File: src/rtl/sm4_round_iterator.sv
// SM4 round iterator: sequential controller wrapped around the combinational
// turn_transform. Loads a block (or MK^FK in key mode) into a word-shift
// state register, runs one transform pass per cycle for rounds_p rounds, then
// holds the word-reversed final state until it is consumed.
// Optional build macro: SM4_ITER_ZEROIZE_EN clears state/mask/dismask on the
// yumi_i handshake so data_o reads 0 once back in IDLE.
//
// Handshakes: input side is valid/ready (transfer on v_i & ready_o, ready_o
// high only in IDLE); output side is valid/yumi (v_o high only in DONE, the
// consumer pulses yumi_i while v_o=1 to take the result; yumi_i with v_o=0 is
// ignored).
module sm4_round_iterator #(
  parameter int rounds_p     = 32,
  parameter int group_size_p = 128,
  parameter int word_width_p = 32
) (
  input  logic                    clk_i,
  input  logic                    reset_n_i,
  input  logic                    v_i,
  output logic                    ready_o,
  input  logic [group_size_p-1:0] data_i,
  input  logic                    is_key_i,
  input  logic                    decrypt_i,
  input  logic [word_width_p-1:0] mask_seed_i,
  output logic [4:0]              rkey_addr_o,
  input  logic [word_width_p-1:0] rkey_i,
  output logic [group_size_p-1:0] tf_i_o,
  output logic                    tf_is_key_o,
  output logic [word_width_p-1:0] tf_rkey_o,
  output logic [word_width_p-1:0] tf_mask_o,
  output logic [word_width_p-1:0] tf_dismask_o,
  input  logic [word_width_p-1:0] tf_o_i,
  input  logic [word_width_p-1:0] tf_mask_i,
  output logic                    rk_v_o,
  output logic [4:0]              rk_addr_o,
  output logic [word_width_p-1:0] rk_o,
  output logic                    v_o,
  output logic [group_size_p-1:0] data_o,
  input  logic                    yumi_i,
  output logic [1:0]              dbg_state_o
);

  localparam int         words_lp = group_size_p / word_width_p;
  localparam logic [4:0] last_lp  = 5'(rounds_p - 1);

  typedef enum logic [1:0] {
    ST_IDLE = 2'd0,
    ST_RUN  = 2'd1,
    ST_DONE = 2'd2
  } state_e;

  state_e                  r_state;
  state_e                  w_state_n;
  logic [group_size_p-1:0] r_blk;
  logic [group_size_p-1:0] w_data_rev;
  logic [4:0]              r_cnt;
  logic [word_width_p-1:0] r_mask;
  logic [word_width_p-1:0] r_dismask;
  logic                    r_is_key;
  logic                    r_decrypt;
  logic                    w_run;
  logic                    w_accept;
  logic                    w_last;
  logic                    w_release;

  assign w_run     = (r_state == ST_RUN);
  assign ready_o   = (r_state == ST_IDLE);
  assign v_o       = (r_state == ST_DONE);
  assign w_accept  = v_i & ready_o;
  assign w_last    = w_run & (r_cnt == last_lp);
  assign w_release = v_o & yumi_i;

  // Word-reverse the incoming block so X0 sits in the low word of the state.
  always_comb begin
    w_data_rev = '0;
    for (int w = 0; w < words_lp; w++) begin
      w_data_rev[w*word_width_p +: word_width_p] =
        data_i[(words_lp-1-w)*word_width_p +: word_width_p];
    end
  end

  // FSM state register.
  always_ff @(posedge clk_i or negedge reset_n_i) begin
    if (!reset_n_i) r_state <= ST_IDLE;
    else            r_state <= w_state_n;
  end

  // FSM next-state: accept in IDLE, leave RUN after the last round, release on yumi.
  always_comb begin
    w_state_n = r_state;
    unique case (r_state)
      ST_IDLE: if (v_i)    w_state_n = ST_RUN;
      ST_RUN:  if (w_last) w_state_n = ST_DONE;
      ST_DONE: if (yumi_i) w_state_n = ST_IDLE;
      default:             w_state_n = ST_IDLE;
    endcase
  end

  // Datapath: load on accept, shift in one transform result per RUN cycle.
  always_ff @(posedge clk_i or negedge reset_n_i) begin
    if (!reset_n_i) begin
      r_blk     <= '0;
      r_cnt     <= '0;
      r_mask    <= '0;
      r_dismask <= '0;
      r_is_key  <= 1'b0;
      r_decrypt <= 1'b0;
    end else if (w_accept) begin
      r_blk     <= w_data_rev;
      r_cnt     <= '0;
      r_mask    <= mask_seed_i;
      r_dismask <= '0;
      r_is_key  <= is_key_i;
      // Key expansion always walks CK forwards, so the reverse flag is dropped.
      r_decrypt <= decrypt_i & ~is_key_i;
    end else if (w_run) begin
      r_blk     <= {tf_o_i, r_blk[group_size_p-1:word_width_p]};
      r_dismask <= tf_mask_i;
      // Hold at the last index instead of wrapping; RUN ends there anyway.
      r_cnt     <= w_last ? r_cnt : r_cnt + 5'd1;
`ifdef SM4_ITER_ZEROIZE_EN
    end else if (w_release) begin
      r_blk     <= '0;
      r_mask    <= '0;
      r_dismask <= '0;
`endif
    end
  end

  // Transform drive and round-key request are only live during RUN.
  assign rkey_addr_o  = w_run ? (r_decrypt ? (last_lp - r_cnt) : r_cnt) : 5'd0;
  assign tf_i_o       = w_run ? r_blk : '0;
  assign tf_is_key_o  = w_run & r_is_key;
  assign tf_rkey_o    = w_run ? rkey_i : '0;
  assign tf_mask_o    = w_run ? r_mask : '0;
  assign tf_dismask_o = w_run ? r_dismask : '0;

  // Key-mode round-key stream straight from the transform output.
  assign rk_v_o    = w_run & r_is_key;
  assign rk_addr_o = rk_v_o ? r_cnt : 5'd0;
  assign rk_o      = rk_v_o ? tf_o_i : '0;

  assign data_o      = r_blk;
  assign dbg_state_o = r_state;

endmodule

File: config.mk
export PLATFORM = sky130hd
export DESIGN_NAME = sm4_round_iterator
export DESIGN_NICKNAME = d
export VERILOG_FILES = /design/src/rtl/sm4_round_iterator.sv
export SDC_FILE = /design/constraint.sdc
export NUM_CORES = 1
export LEC_CHECK = 0
export CAP_MARGIN = 20
export CORE_AREA = 8 8 254 256
export DETAILED_ROUTE_END_ITERATION = 8
export DIE_AREA = 0 0 262 264
export PLACE_DENSITY_LB_ADDON = 0.15
export SLEW_MARGIN = 20
export SYNTH_ARGS = -nofsm -noshare
export SYNTH_HDL_FRONTEND = slang
export SYNTH_SLANG_ARGS = --single-unit
File: constraint.sdc
create_clock -name clk_i -period 1.96 [get_ports clk_i]
set_clock_uncertainty 0.05 [all_clocks]
set_input_delay 0.294 -clock clk_i [delete_from_list [all_inputs] [get_ports clk_i]]
set_output_delay 0.294 -clock clk_i [all_outputs]
set_load 0.01 [all_outputs]
Word-level counts from Yosys, hierarchy flattened
Index checks and enable logic that the tools add are counted.

operators by class
  bitwise operators = 5
  mux-type cells = 19
  equal/unequal tests = 7
  reductions and logical operators = 4
  add/sub/neg operators = 2

operators with widths
  cell                                            number
  2-to-1 mux 128 bit                              3
  2-to-1 mux 32 bit                               6
  2-to-1 mux 5 bit                                6
  2-to-1 mux 2 bit                                3
  one-hot mux 2 bit (3 select lines)              1
  adder 5 x 1 -> 5 bit (second input constant)    1
  == test 5 bit (second input constant)           1
  subtractor 5 bit (first input constant)         1
  bitwise AND 1 bit                               4
  != test 2 x 1 -> 1 bit (second input constant)  2
  != test 2 bit (second input constant)           2
  AND reduction 3 bit                             1
  == test 2 x 1 -> 1 bit (second input constant)  1
  == test 2 bit (second input constant)           1
  zero test 2 bit                                 1
  AND reduction 2 bit                             1
  nonzero test 2 bit                              1
  inverter 1 bit                                  1

storage, ports and cells
  input bits = 262
  output and inout bits = 400
  logic and storage cells = 44
  flip-flop bits (word level) = 201

Depth between registers and ports, before layout
  word-level depth = 5
  gate-level depth with buffers = 6

Worst setup path before layout
Ideal clock, no wire load.

  path type = register to register
  start point = reg r_cnt[0]
  end point = reg r_cnt[3]
  buffers on the path = 0
  required time = 1.784 ns
  slack = 0.232 ns
  data arrival time = 1.552 ns
  stages on the path, launching flop included = 7
  cell sequence = dfrtp_1 > ha_1 > and3_1 > ha_1 > nor3b_4 > nand4_1 > mux2i_1

between the ends
  longest elaborated chain between the ends = 4
  elaborated cells on any way between the ends = 8

RTL lines
  item                                                            line     text
  from (decl)                                                     56       logic [4:0] r_cnt;
  from (signal assigned)                                          120      r_cnt <= w_last ? r_cnt : r_cnt + 5'd1;
  adder 5 x 1 -> 5 bit / == test 5 bit (equally long branches)    120, 70
  2-to-1 mux 5 bit / bitwise AND 1 bit (equally long branches)    120, 70
  2-to-1 mux 5 bit / != test 2 bit (equally long branches)        n/a
  2-to-1 mux 5 bit / AND reduction 2 bit (equally long branches)  n/a

Parallel ways exist; a longest one is shown, timed or not. The select of a mux whose other input is x is not followed.
A chain may end at the register's enable or synchronous reset.

Worst setup path in the final report
  start point = reg r_state[1], in the netlist dbg_state_o[1]
  end point = out tf_i_o[11]

between the ends
  longest elaborated chain between the ends = 2

RTL lines
  item                    line  text
  from (decl)             52    state_e r_state;
  from (signal assigned)  85    else r_state <= w_state_n;
  == test 2 x 1 -> 1 bit  66    assign w_run = (r_state == ST_RUN);
  2-to-1 mux 128 bit      132   assign tf_i_o = w_run ? r_blk : '0;
  to (decl)               27    output logic [group_size_p-1:0] tf_i_o,

No other way between the ends.

==> results by stage <==
Detailed routing:
- The remaining design rule violation count is 0.
- The wire length after detailed routing is 62300 um.
- The number of optimization iterations in the first detailed-route pass is 5.
- The average wire length per cell after detail routing is 22.2 um.
- The via density per instance is 4.13.
- For this block, the via count after detailed routing is 11600.
- The remaining number of nets flagged by the antenna check after routing is 0.
- The detailed router finished its first iteration with 618 violations.

Finish:
- Summing all multi-input logic gate instances after layout gives 4950 sq um.
- The sequential cells in the finished layout cover a total of 5040 sq um.
- After filler insertion, the fill cell instance count of the layout stands at 6438.
- After the last flow step, the layout net total stands at 2254.
- Cells with a size suffix above 1 make up 29.9% of the layout.
- The final design instance area without fill is 20500 sq um.
- The relative area change from synthesis to final layout is 99.5%.

Logic synthesis:
- Synthesis produced a netlist with a net count of 1456.
- After Yosys synthesis, and, or, nand and nor cells account for 33.0% of the synthesized area.
- The synthesized design contains 201 register bits.
- The count of unique library cells instantiated by Yosys is 31.
- Sorting the synthesized cells by area gives the leading types as dfrtp_1, nand2_1, and3b_1.
- dfrtp_1 takes more of the synthesized area than any other cell.
- The sequential share of the synthesized area is 48.9%.
- The share of Yosys cell area claimed by the top area cell type is 48.9%.
- By area, the combinational part of the netlist is dominated by simple AND/OR/NAND/NOR gates.
- The proportion of synthesized area in mux cells is 0.0974%.
- The post-synthesis instance total is 1192.
- During synthesis, Yosys emitted a total of 0 warnings.
- Averaged over all synthesized cells, the footprint is 8.62 sq um.
- The synthesized netlist devotes 12.3% of its cell area to compound gates.
- The cell area that synthesis handed to floorplanning was 10300 sq um.
- Summing the areas of all fa, ha and maj instances in the mapped netlist gives 0.243% of the synthesized area.
- The XOR/XNOR share of the synthesized area is 0.511%.

STA:
- Setup repair after global routing could not meet its margin everywhere.
- The pin slew with the least headroom to its limit is 0.980 ns.
- After layout, the minimum clock period comes to 2.48 ns.
- The final setup slack of the worst path is -0.517 ns.
- Derived from the worst setup path, the maximum achievable clock frequency is 0.404 GHz.
- The worst pin sits at a relative slew slack of 34.7%.
- Of the available clock period, the critical path in the final layout requires 126%.
- The count of final max-slew check failures is 0.
- The final count of hold timing violations is 0.
- Final hold analysis gives a worst-case slack of 0.210 ns.
- The final-report setup violation count is 451.

Global routing:
- The initial antenna violation count is 8.
- The via count of the first global-routing pass is 11900.
- Global routing consumed, on the met1 layer, 19.2% of the routing resources.
- Global routing consumed, on the met2 layer, 28.0% of the routing resources.
- Entering global routing, the biggest net connects 133 pins.
- In this run the most used layer during global routing was met2.
- Global routing consumed, over all layers together, 16.1% of the routing resources.
- The wire length of the first global-routing pass is 84300 um.
- The met3 global-route usage is 4.76%.
- The aggregate global routing overflow is 0.

Placement:
- The count of buffers from port buffering is 661.
- Detailed placement ended at an HPWL of 45200 um.
- The setup slack at placement is -0.183 ns.
- The placed standard-cell area is 18700 sq um.
- Routability-driven placement finished with a final weighted congestion of 0.798.

Die:
- The boundary pin count is 662.
- In this run the core area contains 91 standard-cell rows.
- The overall die area is 69200 sq um.
- The core region is 60800 sq um.
- The effective utilization at floorplan is 16.9%.
- The die extent in x is 262 um.
- The die is 264 um tall.

Power and ir drop:
- The overall power is 33800 uW.
- The static leakage is 0.00960 uW.
- Across the VDD grid, the largest voltage drop is 0.649 mV.
- Dividing total power by cell area gives a power density of 1650 nW/um^2.

Clock tree:
- The clock-pin transition on the worst setup and hold timing paths is 0.05 ns.
- Clock tree synthesis selected as its root buffer the cell clkbuf_16.
- TritonCTS built the clock tree.
- Clock tree synthesis inserted a total of 28 buffers.
- Counting along the longest clock path gives a buffer depth of 3.
- The worst-skew pair later-pin latency is 0.55 ns.
- The H-tree depth reported by CTS is 1.
- The clock sink count is 201.

Worst setup path:
- The setup slack on the worst flop-to-flop path is -0.21 ns.
- The required time of the critical path is 1.62 ns.
- Measured in cells, the most critical reg-to-reg path has a length of 9.
- The kind of start point of the critical path is a flip-flop.
- The setup path with the least slack is of type reg2out.
- The worst setup path is captured at an output port.
- The largest fanout on the critical path is 5.
- At the worst endpoint, the arrival time is 2.13 ns.

Min path:
- The worst hold path belongs to the class in2async.

Status:
- The run finished, with violations left.
- The checks that failed: negative setup slack.

Flow run:
- The number of max-capacitance violations reported is 0.
==> critical path, cell delays in order, from the launching register on <==
cell	delay, ns
dfrtp_4	0.50
nor2b_4	0.26
buf_12	0.15
clkbuf_16	0.14
buf_12	0.13
clkbuf_16	0.16
and2_4	0.14
buf_6	0.09
==> per-stage QoR <==
step	util, %	setup TNS (ns)	instances
after floorplan	-	0	1192
after global placement	30.8	-20.38	2662
after detailed placement	30.8	-25.65	2662
after CTS	32.7	-147.83	2742
after global routing	33.7	-152.31	2805
final	33.7	-111.09	2805
==> worst paths after layout <==
| check | from | end |
|---|---|---|
| setup reg to reg | dbg_state_o[1] | data_o[6] |
| setup / recovery | dbg_state_o[1] | tf_i_o[11] |
| hold reg to reg | r_mask[17] | r_mask[17] |
| min in group clk_i | mask_seed_i[9] | r_mask[9] |
| hold / removal | reset_n_i | data_o[20] |
| max in group asynchronous | reset_n_i | r_dismask[0] |
==> state kept, by name (all words and copies together) (netlist names) <==
| register | cells |
|---|---|
| r_cnt | 5 |
| dbg_state_o | 2 |
| r_dismask | 32 |
| r_mask | 32 |
| r_decrypt | 1 |
| r_is_key | 1 |
| data_o | 128 |
==> report_power, final <==
group          switching, uW  internal (uW)
registers               1600           5990
logic                   9670          11500
clock network           2020           3010
==> cell families after synthesis <==
group                      Yosys count
and+or+nand+nor                    639
DFF                                201
buffers and inverters              109
muxes                                1
xor gates and xnor gates             6
AOI/OAI and AO/OA                  234
adders and majority gates            2
==> placed cells by master (no fill, tap or decap), types with 2 or more instances in the layout <==
master / synthesis / routed
dfrtp_1: 201 / 199
buf_6: 2 / 100
nor2_1: 7 / 6
clkbuf_8: 0 / 8
nand2_1: 328 / 328
clkdlybuf4s50_1: 0 / 390
buf_4: 11 / 151
buf_16: 0 / 5
and2_1: 129 / 85
o21ai_1: 16 / 16
and3_1: 38 / 32
clkbuf_1: 57 / 9
and3_4: 0 / 6
ha_1: 2 / 2
and3b_2: 0 / 31
clkinv_2: 0 / 4
buf_8: 0 / 11
buf_12: 0 / 37
xnor2_1: 6 / 6
o21ai_0: 83 / 83
dlygate4sd2_1: 0 / 6
and2_4: 0 / 44
nor2b_4: 0 / 2
diode_2: 0 / 3
dlymetal6s2s_1: 0 / 7
and3b_1: 96 / 65
a22oi_1: 32 / 32
clkdlybuf4s15_2: 0 / 20
buf_2: 29 / 96
clkbuf_16: 0 / 41
clkdlybuf4s15_1: 0 / 4
clkbuf_2: 0 / 35
nand3_1: 32 / 32
a21oi_1: 100 / 100
dfrtp_4: 0 / 2
nor3b_4: 2 / 2
==> cell type report <==
cell class / count / share of cell area [%]
Multi-Input combinational cell: 882 / 24.2
Clock buffer: 46 / 4.24
Timing Repair Buffer: 876 / 42.0
Antenna cell: 3 / 0.0366
Clock inverter: 6 / 0.177
Sequential cell: 201 / 24.6
Inverter: 1 / 0.0183
Tap cell: 790 / 4.82
==> metal layers <==
layer | routed length [um] | share of wire, %
met3 | 4610 | 7.4
met2 | 31100 | 50
met5 | 69 | 0.11
met1 | 25000 | 40
met4 | 1470 | 2.4
==> what timing repair did <==
action / 4_1_cts / 5_1_grt
gates cloned: 7 / 16
hold buffers: 1 / 0
pin swaps: 5 / 26
resized for setup: 503 / 661
hold endpoints to repair: 84 / 0
endpoints found under the setup margin: 387 / 454
buffers inserted: 20 / 50
==> Yosys cell counts (all sizes together) <==
master	n
nor2	7
nand3b	1
nand2b	1
a22oi	32
nor2b	2
nand3	32
dfrtp	201
nor3b	3
o21bai	1
o21ai	99
nand2	328
and3b	96
o2bb2ai	1
and3	38
buf	50
clkbuf	58
and2	129
mux2i	1
or3b	1
inv	1
nand4	1
ha	2
xnor2	6
a21oi	100
a22o	1
Note: power is estimated with default switching activity, not from simulation.
